**src/rtl/relu_layer_sequencer.sv**
```systemverilog
// Streams one layer of accumulator words through the shared registered ReLU into the next-layer buffer, counting positive results.
// Latency: N+4 cycles from start to done with a 1-cycle ReLU; no backpressure, completion is tracked by counting ReLU returns.
module relu_layer_sequencer #(
    parameter int DATA_W      = 16,
    parameter int NUM_NEURONS = 32,
    parameter int ADDR_W      = $clog2(NUM_NEURONS),
    parameter int CNT_W       = $clog2(NUM_NEURONS + 1)
) (
    input  logic              clk,
    input  logic              reset,
    input  logic              start,
    input  logic              abort,
    input  logic [CNT_W-1:0]  layer_size,
    output logic              busy,
    output logic              done,
    output logic [CNT_W-1:0]  nz_count,
    output logic              src_rd_en,
    output logic [ADDR_W-1:0] src_rd_addr,
    input  logic [DATA_W-1:0] src_rd_data,
    output logic [DATA_W-1:0] relu_in_data,
    output logic              relu_in_valid,
    input  logic [DATA_W-1:0] relu_out_data,
    input  logic              relu_out_valid,
    output logic              dst_wr_en,
    output logic [ADDR_W-1:0] dst_wr_addr,
    output logic [DATA_W-1:0] dst_wr_data
);

    typedef enum logic [1:0] {
        IDLE  = 2'd0,
        FETCH = 2'd1,
        DRAIN = 2'd2,
        DONE  = 2'd3
    } state_t;

    localparam logic [CNT_W-1:0] MAX_N = CNT_W'(NUM_NEURONS);

    state_t             state;
    state_t             state_nxt;
    logic [CNT_W-1:0]   n_q;
    logic [CNT_W-1:0]   n_clamp;
    logic [CNT_W-1:0]   rd_cnt;
    logic [CNT_W-1:0]   wr_cnt;
    logic [CNT_W-1:0]   nz_q;
    logic               rd_en_q;
    logic               wr_en_q;
    logic [ADDR_W-1:0]  wr_addr_q;
    logic [DATA_W-1:0]  wr_data_q;
    logic               accept_start;
    logic               in_run;
    logic               wr_accept;
    logic               result_pos;

    assign n_clamp    = (layer_size > MAX_N) ? MAX_N : layer_size;
    assign in_run     = (state == FETCH) || (state == DRAIN);
    // Returns beyond N, outside a run, or coinciding with an abort never reach the buffer.
    assign wr_accept  = in_run && relu_out_valid && !abort && (wr_cnt < n_q);
    assign result_pos = !relu_out_data[DATA_W-1] && (relu_out_data != '0);

    always_comb begin
        state_nxt    = state;
        accept_start = 1'b0;
        case (state)
            IDLE: begin
                if (start && !abort) begin
                    accept_start = 1'b1;
                    state_nxt    = (n_clamp == '0) ? DONE : FETCH;
                end
            end
            FETCH: begin
                if (abort) begin
                    state_nxt = IDLE;
                end else if (rd_cnt == n_q - CNT_W'(1)) begin
                    state_nxt = DRAIN;
                end
            end
            DRAIN: begin
                if (abort) begin
                    state_nxt = IDLE;
                end else if (wr_cnt == n_q) begin
                    state_nxt = DONE;
                end
            end
            DONE: begin
                state_nxt = IDLE;
            end
            default: begin
                state_nxt = IDLE;
            end
        endcase
    end

    always_ff @(posedge clk or posedge reset) begin
        if (reset) begin
            state  <= IDLE;
            n_q    <= '0;
            rd_cnt <= '0;
            wr_cnt <= '0;
            nz_q   <= '0;
        end else begin
            state <= state_nxt;
            if (accept_start) begin
                n_q    <= n_clamp;
                rd_cnt <= '0;
                wr_cnt <= '0;
                nz_q   <= '0;
            end else begin
                if (state == FETCH) begin
                    rd_cnt <= rd_cnt + CNT_W'(1);
                end
                if (wr_accept) begin
                    wr_cnt <= wr_cnt + CNT_W'(1);
                    if (result_pos) begin
                        nz_q <= nz_q + CNT_W'(1);
                    end
                end
            end
        end
    end

    always_ff @(posedge clk or posedge reset) begin
        if (reset) begin
            rd_en_q   <= 1'b0;
            wr_en_q   <= 1'b0;
            wr_addr_q <= '0;
            wr_data_q <= '0;
        end else begin
            rd_en_q <= src_rd_en;
            wr_en_q <= wr_accept;
            if (wr_accept) begin
                wr_addr_q <= wr_cnt[ADDR_W-1:0];
                wr_data_q <= relu_out_data;
            end
        end
    end

    // rd_cnt reaches N after the last read, so the address is gated to stay in range.
    assign src_rd_en     = (state == FETCH);
    assign src_rd_addr   = (state == FETCH) ? rd_cnt[ADDR_W-1:0] : '0;
    assign relu_in_valid = rd_en_q;
    assign relu_in_data  = src_rd_data;
    assign dst_wr_en     = wr_en_q;
    assign dst_wr_addr   = wr_addr_q;
    assign dst_wr_data   = wr_data_q;
    assign busy          = (state != IDLE);
    assign done          = (state == DONE);
    assign nz_count      = nz_q;

endmodule

```
**config.mk**
```make
export PLATFORM = sky130hd
export DESIGN_NAME = relu_layer_sequencer
export DESIGN_NICKNAME = d
export VERILOG_FILES = /design/src/rtl/relu_layer_sequencer.sv
export SDC_FILE = /design/constraint.sdc
export NUM_CORES = 1
export LEC_CHECK = 0
export CAP_MARGIN = 20
export CORE_MARGIN = 3
export CORE_UTILIZATION = 48
export CTS_CLUSTER_DIAMETER = 200
export DETAILED_ROUTE_END_ITERATION = 10
export PLACE_DENSITY = 0.84
export SYNTH_ARGS = -nofsm -noshare
export SYNTH_HDL_FRONTEND = slang
export SYNTH_SLANG_ARGS = --single-unit
```
**constraint.sdc**
```tcl
create_clock -name clk -period 4 [get_ports clk]
set_clock_uncertainty 0.15 [all_clocks]
set_input_delay 0.8 -clock clk [delete_from_list [all_inputs] [get_ports clk]]
set_output_delay 0.8 -clock clk [all_outputs]
set_load 0.02 [all_outputs]
```
# Yosys cells after proc, flatten, opt, wreduce, memory -nomap -nowiden
# Cells that the tools add are included.
dict set report word_totals {
  register_bits 49
  input_bits 43
  output_inout_bits 53
  word_cells 58
}
dict set report classes {
  add_sub_neg 4
  magnitude_cmp 2
  eq_ne 8
  mux 18
  n_reduce_logical 17
}
# cell count
set op_table {}
lappend op_table {{2-to-1 mux 6 bit} 8}
lappend op_table {{adder 6 x 1 -> 6 bit, second input constant} 3}
lappend op_table {{nonzero test 16 bit} 1}
lappend op_table {{equality test 6 bit} 2}
lappend op_table {{2-to-1 mux 2 bit} 6}
lappend op_table {{case mux 2 bit (4 select lines)} 1}
lappend op_table {{nonzero test 2 bit} 4}
lappend op_table {{> comparator 6 bit, second input constant} 1}
lappend op_table {{zero test 6 bit} 1}
lappend op_table {{less-than comparator 6 bit} 1}
lappend op_table {{inequality test 3 x 2 -> 1 bit, second input constant} 2}
lappend op_table {{subtractor 6 x 1 -> 6 bit, second input constant} 1}
lappend op_table {{logical AND 1 bit} 5}
lappend op_table {{2-to-1 mux 5 bit} 1}
lappend op_table {{equality test 2 bit, second input constant} 2}
lappend op_table {{AND reduction 3 bit} 1}
lappend op_table {{equality test 2 x 1 -> 1 bit, second input constant} 1}
lappend op_table {{zero test 1 bit} 2}
lappend op_table {{zero test 2 bit} 1}
lappend op_table {{2-to-1 mux 1 bit} 2}
lappend op_table {{inequality test 2 bit, second input constant} 1}
lappend op_table {{AND reduction 2 bit} 1}
lappend op_table {{logical OR 1 bit} 1}

# Logic depth before layout (Yosys ltp)
# Gate-level depths: netlist of run 1.
dict set report logic_depth {
  ltp_word 7
  depth_mapped 8
  depth_no_buf 7
}

# Least setup slack after synthesis of run 1
# OpenSTA, ideal clock, no wires.
dict set report synth_timing {
  path_type {register to output}
  startpoint {reg state[1]}
  endpoint {out src_rd_addr[2]}
  arrival_ps 1271
  t_required_ps 3050
  path_slack_ps 1779
  path_stages_with_launch 5
  n_path_buf 1
  path_cell_list {dfrtp_1 > inv_1 > ha_1 > buf_2 > and2_1}
}
dict set report synth_between {
  elab_chain_cells 2
}
# element line_no
set synth_lines {}
lappend synth_lines {{start, declared} 38} ;# state_t state;
lappend synth_lines {{start signal, assigned} 101} ;# state <= state_nxt;
lappend synth_lines {{equality test 2 x 1 -> 1 bit} --}
lappend synth_lines {{via src_rd_en} 17} ;# output logic src_rd_en,
lappend synth_lines {{2-to-1 mux 5 bit} 139} ;# assign src_rd_addr = (state == FETCH) ? rd_cnt[ADDR_W-1:0] : '0;
lappend synth_lines {{end, declared} 18} ;# output logic [ADDR_W-1:0] src_rd_addr,
# The timed path passes the listed nets, and every way through them passes these cells.

# Worst setup path in the final report of run 1
dict set report layout_timing {
  startpoint {reg state[1]}
  endpoint {out src_rd_addr[2]}
}
dict set report layout_between {
  elab_chain_cells 2
}
# element line_no
set layout_lines {}
lappend layout_lines {{equality test 2 x 1 -> 1 bit} 139}
lappend layout_lines {{2-to-1 mux 5 bit} 139}
# No other way between the ends.

==> impl_results.md, run 1 <==
* Status: complete, no violations
* Max_slew headroom at 51.0%
* CTS tree: done
* Final #Nets at 358
* Cell Count, Final, Fillers Out at 371
* Final antenna-violating net count at 0
* Final worst-path setup slack at 953 ps
* Cell leakage power at 1.45 nW
* Placed insts at 362
* Crit path cell chain: inv_1 > ha_1 > and2_1 > clkdlybuf4s50_1
* Mapped Avg Cell Area at 10.7 um^2
* Longest Clk Path Bufs at 2
* WP data arrival at 2100 ps
* Setup TNS Final at 0 ps
* Worst-path fanout max at 13
* Maximum vdd drop at 0.412 mV
* Worst hold path type: reg2reg
* Hpwl dp at 4.17 mm
* HP Start: dst_wr_addr[0]$_DFFE_PP0P_
* Synth Net Count at 308
* Overflow after GRT at 0
* CP top delay family: buffers and inverters
* Full die area at 6510 um^2
* Routed WL per cell at 14.8 um
* Startpoint types: flop
* Number of global-route vias before repair at 2,082
* Tightest hold margin at 363 ps
* PortBufs at 63
* Area delta synth->final at 25.9%
* Unrepaired setup endpoints after global routing: no
* Count leader, synth: dfrtp_1
* Post-synth EDFFs at 0
* First drt pass iteration count at 4
* Syn Inst Count at 250
* Req. time, crit path at 3050 ps
* FF-to-FF End: dst_wr_data[0]$_DFFE_PP0P_
* ANT cells at 0
* Via-to-Cell Ratio at 5.37
* Pwr dens at 687 nW/um^2
* Initial antenna violation count at 0
* Post-route DRC at 0
* Pre-CTS setup slack at 982 ps
* Most common library cells after synthesis: dfrtp_1 (49), mux2_2 (19), buf_4 (16), nand2_1 (16)
* Slowest stage delay, CP at 610 ps
* Max Clock Freq at 0.328 GHz
* GRT Resource Usage Total at 18.3%
* Hold Path Depth at 2
* RR Startpoint: n_q[3]$_DFFE_PP0P_
* R2R Setup Slk at 1400 ps
* Worst Setup SP: state[1]$_DFFE_PP0P_
* Multi-input logic area at 1240 um^2
* DRT iter0 DRCs at 97
* Post-synthesis sequential area ratio at 45.8%
* Crit path buf inv count at 2
* Die height at 80.7 um
* TritonCTS buffer count at 5
* Top cell type's share of synthesized area at 45.8%
* Clock transition at path regs at 90 ps
* Critical Path Slowest Stage Cell: clkdlybuf4s50_1
* Max_cap viols at 0
* Setup Crit Path Kind: reg2out
* Cell Area, Synth at 2680 um^2
* Clk_lat worst skew at 300 ps
* Hold Violations, Final at 0
* Ys Warns at 0
* Final period util at 76.2%
* Number of setup buffers added after CTS at 0
* Post-cts resize count at 0
* Core area at 5240 um^2
* IO Pins at 96
* Post-synth top area cell: dfrtp_1
* Number of distinct library cells after synthesis at 40
* Endpoint type of the worst setup path: output port
* Vias at 1,993
* FF-to-FF path depth at 7
* Yosys reg bits at 49
* Die Wd at 80.7 um
* Final WL at 5.51 mm
* Worst-Margin Slew at 733 ps
* Largest net degree at the start of global routing at 50
* Initial core utilization at 51.1%
* Fill count at 434
* Clock Tree Root: clkbuf_8
* Setup Viol. Count Final at 0
* Main flop type after synthesis: dfrtp_1
* Ratio of cells with drive above 1 in the final layout at 12.3%
* Cts hold-fix bufs at 0
* Total power at 2.31 mW
* Minimum clock period at 3050 ps
* Final Wtd Congestion at 0.791
* Rows at 26
* Hold path endpoint: dst_wr_addr[0]$_DFFE_PP0P_
* First-pass GRT wire length at 9.36 mm
* Reg area at 1230 um^2
* Final core occ at 64.3%
* Number of H-tree levels at 2
* Asr flop ratio synth at 100%
* Final Max Slew Viols at 0
* Final non-filler cell area at 3370 um^2
* Leading post-synthesis cells by cell area: dfrtp_1 (46%), mux2_2 (8.0%), ha_1 (7.0%), buf_4 (4.5%), o21ai_0 (2.6%)
* DP Area at 3260 um^2
* CTS sink cnt at 49
==> cells in the final DEF, fill, tap and decap left out, types with 3 or more instances in the layout <==
master	n
o21ai_0	14
o31ai_1	5
xor2_1	7
clkbuf_8	5
or4_1	5
nor2_1	11
dfrtp_1	49
and2_1	6
nand3b_1	5
nand4_1	4
or3_1	3
nand2_1	16
xnor2_1	5
clkdlybuf4s50_1	63
nor2b_1	4
mux2_2	19
inv_1	14
nor4_1	4
nor3_1	5
ha_1	15
mux2i_1	6
a21oi_1	10
==> where the power goes <==
| part | internal (mW) | switching, mW | leakage [nW] | total (mW) |
|---|---|---|---|---|
| Combinational | 0.591 | 0.600 | 0.773 | 1.19 |
| Clock | 0.124 | 0.171 | 0.0445 | 0.296 |
| Sequential | 0.676 | 0.150 | 0.629 | 0.826 |
| Total | 1.39 | 0.921 | 1.45 | 2.31 |
==> worst register-to-register path: stages (launching register included) <==
cell      delay, ps
dfrtp_1         430
inv_1            80
ha_1            300
a21o_1          130
a21oi_2          80
o211ai_2        590
buf_4           360
mux2_2          370
==> flip-flops by register name, indices dropped and copies added, names as in the netlist <==
register,cells
dst_wr_addr,5
rd_cnt,6
n_q,6
dst_wr_en,1
state,2
nz_count,6
wr_cnt,6
dst_wr_data,16
relu_in_valid,1
==> how the worst max path moves through the flow <==
stage	depth (start not counted)	slack, ps	endpoint
6_report	4	950	src_rd_addr[2]
5_1_grt	4	810	src_rd_addr[2]
4_1_cts	4	930	src_rd_addr[2]
3_5_place_dp	5	980	wr_cnt[5]$_DFFE_PP0P_
3_3_place_gp	5	1070	wr_cnt[5]$_DFFE_PP0P_
2_1_floorplan	4	1780	src_rd_addr[2]
==> kinds of logic after synthesis <==
family,Yosys count,synth area share (%)
muxes,25,10.2
AOI/OAI and AO/OA,39,10.3
adders and majority gates,15,7.01
DFF,49,45.8
buffers and inverters,38,7.76
xor gates and xnor gates,12,3.93
and+or+nand+nor,72,15.0
==> final cells by class <==
type | instances | share of cell area, %
Sequential cell | 49 | 36.4
Clock buffer | 5 | 2.04
Clock inverter | 3 | 0.632
Inverter | 15 | 1.67
Timing Repair Buffer | 66 | 19.8
Multi-Input combinational cell | 163 | 36.9
Tap cell | 70 | 2.60
==> per-layer routing <==
metal  share of wire, %  GRT usage (%)
met1                 43           23.3
met4                1.7           6.42
met2                 49           30.1
met3                6.5           4.82
met5                  0              0
Note: power is estimated with default switching activity, not from simulation.
==> inputs of run 2 (changes only) <==
Settings changed: CORE_UTILIZATION 48 to 41, PLACE_DENSITY 0.84 to 0.76.
Clock period 4 ns to 2.7 ns, I/O delays scaled along.
==> run 2 against run 1 <==
Sequential cell count did not move. Clock power rose by 85%. Sequential power rose by 49%. Utilization fell by 8.1 points. Critical endpoint unchanged. Critical path depth did not move. Highest routed layer unchanged. Sequential share of layout area fell by 0.79 points. Combinational power rose by 52%.
==> impl_results.md, run 2 (synthesis gave the netlist of run 1 again) <==
* Routed WL per cell at 14.9 um (was 14.8 um)
* Number of setup buffers added after CTS at 0 (unchanged)
* RR Startpoint: n_q[3]$_DFFE_PP0P_ (unchanged)
* Worst-Margin Slew at 408 ps (was 733 ps)
* Core area at 6130 um^2 (was 5240 um^2)
* TritonCTS buffer count at 5 (unchanged)
* Pwr dens at 1040 nW/um^2 (was 687 nW/um^2)
* Crit path buf inv count at 2 (unchanged)
* Req. time, crit path at 2010 ps (was 3050 ps)
* Hpwl dp at 4.24 mm (was 4.17 mm)
* Setup TNS Final at 0 ps (unchanged)
* Area delta synth->final at 28.7% (was 25.9%)
* Setup Viol. Count Final at 0 (unchanged)
* Initial core utilization at 43.7% (was 51.1%)
* Rows at 28 (was 26)
* Clock power share at 15.3% (was 12.8%)
* Via-to-Cell Ratio at 5.31 (was 5.37)
* Seq pwr share at 34.3% (was 35.7%)
* Placed insts at 372 (was 362)
* CP top delay family: buffers and inverters (unchanged)
* Final #Nets at 362 (was 358)
* Final antenna-violating net count at 0 (unchanged)
* Initial antenna violation count at 0 (unchanged)
* GRT Resource Usage Total at 16.2% (was 18.3%)
* Cts hold-fix bufs at 0 (unchanged)
* PortBufs at 63 (unchanged)
* ANT cells at 0 (unchanged)
* Worst hold path type: reg2reg (unchanged)
* Startpoint types: flop (unchanged)
* FF-to-FF End: wr_cnt[5]$_DFFE_PP0P_ (was dst_wr_data[0]$_DFFE_PP0P_)
* Clock Tree Root: clkbuf_8 (unchanged)
* Longest Clk Path Bufs at 2 (unchanged)
* Sw power at 1.40 mW (was 0.921 mW)
* Tightest hold margin at 340 ps (was 363 ps)
* DRT iter0 DRCs at 153 (was 97)
* Full die area at 7530 um^2 (was 6510 um^2)
* Hold Violations, Final at 0 (unchanged)
* Hold path endpoint: dst_wr_addr[0]$_DFFE_PP0P_ (unchanged)
* P_int at 2.19 mW (was 1.39 mW)
* Clock transition at path regs at 90 ps (about the same)
* Clk_lat worst skew at 310 ps (was 300 ps)
* Minimum clock period at 2540 ps
* Maximum vdd drop at 0.608 mV (was 0.412 mV)
* Hold Path Depth at 2 (unchanged)
* Overflow after GRT at 0 (unchanged)
* Number of H-tree levels at 2 (unchanged)
* Instance count on the critical path at 4 (unchanged)
* Final Wtd Congestion at 0.726 (was 0.791)
* Max Clock Freq at 0.393 GHz
* Most common cell after layout, fill and taps aside: clkdlybuf4s50_1 (unchanged)
* Unrepaired setup endpoints after global routing: no (unchanged)
* WP data arrival at 1850 ps (was 2100 ps)
* Status: complete, no violations (unchanged)
* First drt pass iteration count at 4 (unchanged)
* Final non-filler cell area at 3440 um^2 (was 3370 um^2)
* HP Start: dst_wr_addr[0]$_DFFE_PP0P_ (unchanged)
* Worst-path fanout max at 10 (was 13)
* Final worst-path setup slack at 158 ps (was 953 ps)
* Sw Share at 39.0% (was 39.8%)
* Comb power frac at 50.4% (was 51.5%)
* Endpoint type of the worst setup path: output port (unchanged)
* Post-route DRC at 0 (unchanged)
* Cell leakage power at 1.48 nW (was 1.45 nW)
* Largest net degree at the start of global routing at 50 (unchanged)
* Crit path cell chain: inv_1 > ha_4 > and2_1 > clkdlybuf4s50_1 (was inv_1 > ha_1 > and2_1 > clkdlybuf4s50_1)
* Die Wd at 86.8 um (was 80.7 um)
* CTS tree: done (unchanged)
* CTS sink cnt at 49 (unchanged)
* Final Max Slew Viols at 0 (unchanged)
* IO Pins at 96 (unchanged)
* First-pass GRT wire length at 9.73 mm (was 9.36 mm)
* Most frequent cells in the layout: clkdlybuf4s50_1 (63), dfrtp_1 (49), mux2_2 (19) (unchanged)
* Ratio of cells with drive above 1 in the final layout at 13.8% (was 12.3%)
* Die height at 86.8 um (was 80.7 um)
* Cell Count, Final, Fillers Out at 380 (was 371)
* Number of global-route vias before repair at 1,972 (was 2,082)
* Critical Path Slowest Stage Cell: clkdlybuf4s50_1 (unchanged)
* Setup Crit Path Kind: reg2out (unchanged)
* Pre-CTS setup slack at 223 ps (was 982 ps)
* Max_slew headroom at 72.7% (was 51.0%)
* Largest register FFs at 16 (unchanged)
* Total power at 3.59 mW (was 2.31 mW)
* Max_cap viols at 0 (unchanged)
* Final period util at 94.1%
* Final core occ at 56.2% (was 64.3%)
* R2R Setup Slk at 350 ps (was 1400 ps)
* DP Area at 3310 um^2 (was 3260 um^2)
* Final WL at 5.66 mm (was 5.51 mm)
* FF-to-FF path depth at 7 (unchanged)
* Slowest stage delay, CP at 600 ps (was 610 ps)
* Vias at 2,019 (was 1,993)
## run 2: changes by cell type in the layout (fill, tap and decap cells not counted), sizes merged
| cell | previous run | this run |
|---|---|---|
| inv | 16 | 17 |
| clkinv | 1 | 0 |
| clkinvlp | 1 | 0 |
| buf | 3 | 7 |
| bufinv | 0 | 1 |
## run 2: worst max path at each step
stage	start	endpoint	slack, ps
after global routing	state[1]$_DFFE_PP0P_	src_rd_addr[2]	70
after floorplan	state[1]$_DFFE_PP0P_	rd_cnt[5]$_DFFE_PP0P_	570
after global placement	abort	wr_cnt[5]$_DFFE_PP0P_	260
after detailed placement	abort	wr_cnt[5]$_DFFE_PP0P_	220
after CTS	state[1]$_DFFE_PP0P_	src_rd_addr[2]	80
final	state[1]$_DFFE_PP0P_	src_rd_addr[2]	160
## run 2: layer usage
metal | vias up | track usage (%) | part of all wire (%)
met5 | - | 0 | 0
met4 | 0 | 4.96 | 1.4
met3 | 11 | 6.27 | 9.8
met2 | 77 | 24.2 | 44
met1 | 956 | 21.6 | 45
li1 | 975 | - | -
## run 2: final cells by class
class	instances	area, um^2
fill	549	2690
multi-input combinational	163	1250
sequential	49	1230
timing repair buffer	70	696
tap	75	93.8
clock buffer	5	68.8
inverter	15	56.3
clock inverter	3	47.5
## run 2: tightest hold or removal path: stages, from the launching register on
cell	delay (ps)
dfrtp_1	360
nand2_1	40
o21ai_0	60
## run 2: repair_timing
action / in CTS / in global routing
endpoints found under the hold margin: 0 / 0
endpoints found under the setup margin: 1 / 1
gates resized for setup: 1 / 1
## run 2: power groups by stage
stage	combinational (mW)	sequential, mW	clock [mW]
6_report	1.81	1.23	0.547
3_5_place_dp	1.81	1.24	0
5_1_grt	1.98	1.27	0.590
2_1_floorplan	0.981	1.39	0
3_3_place_gp	1.76	1.23	0
4_1_cts	1.83	1.23	0.565
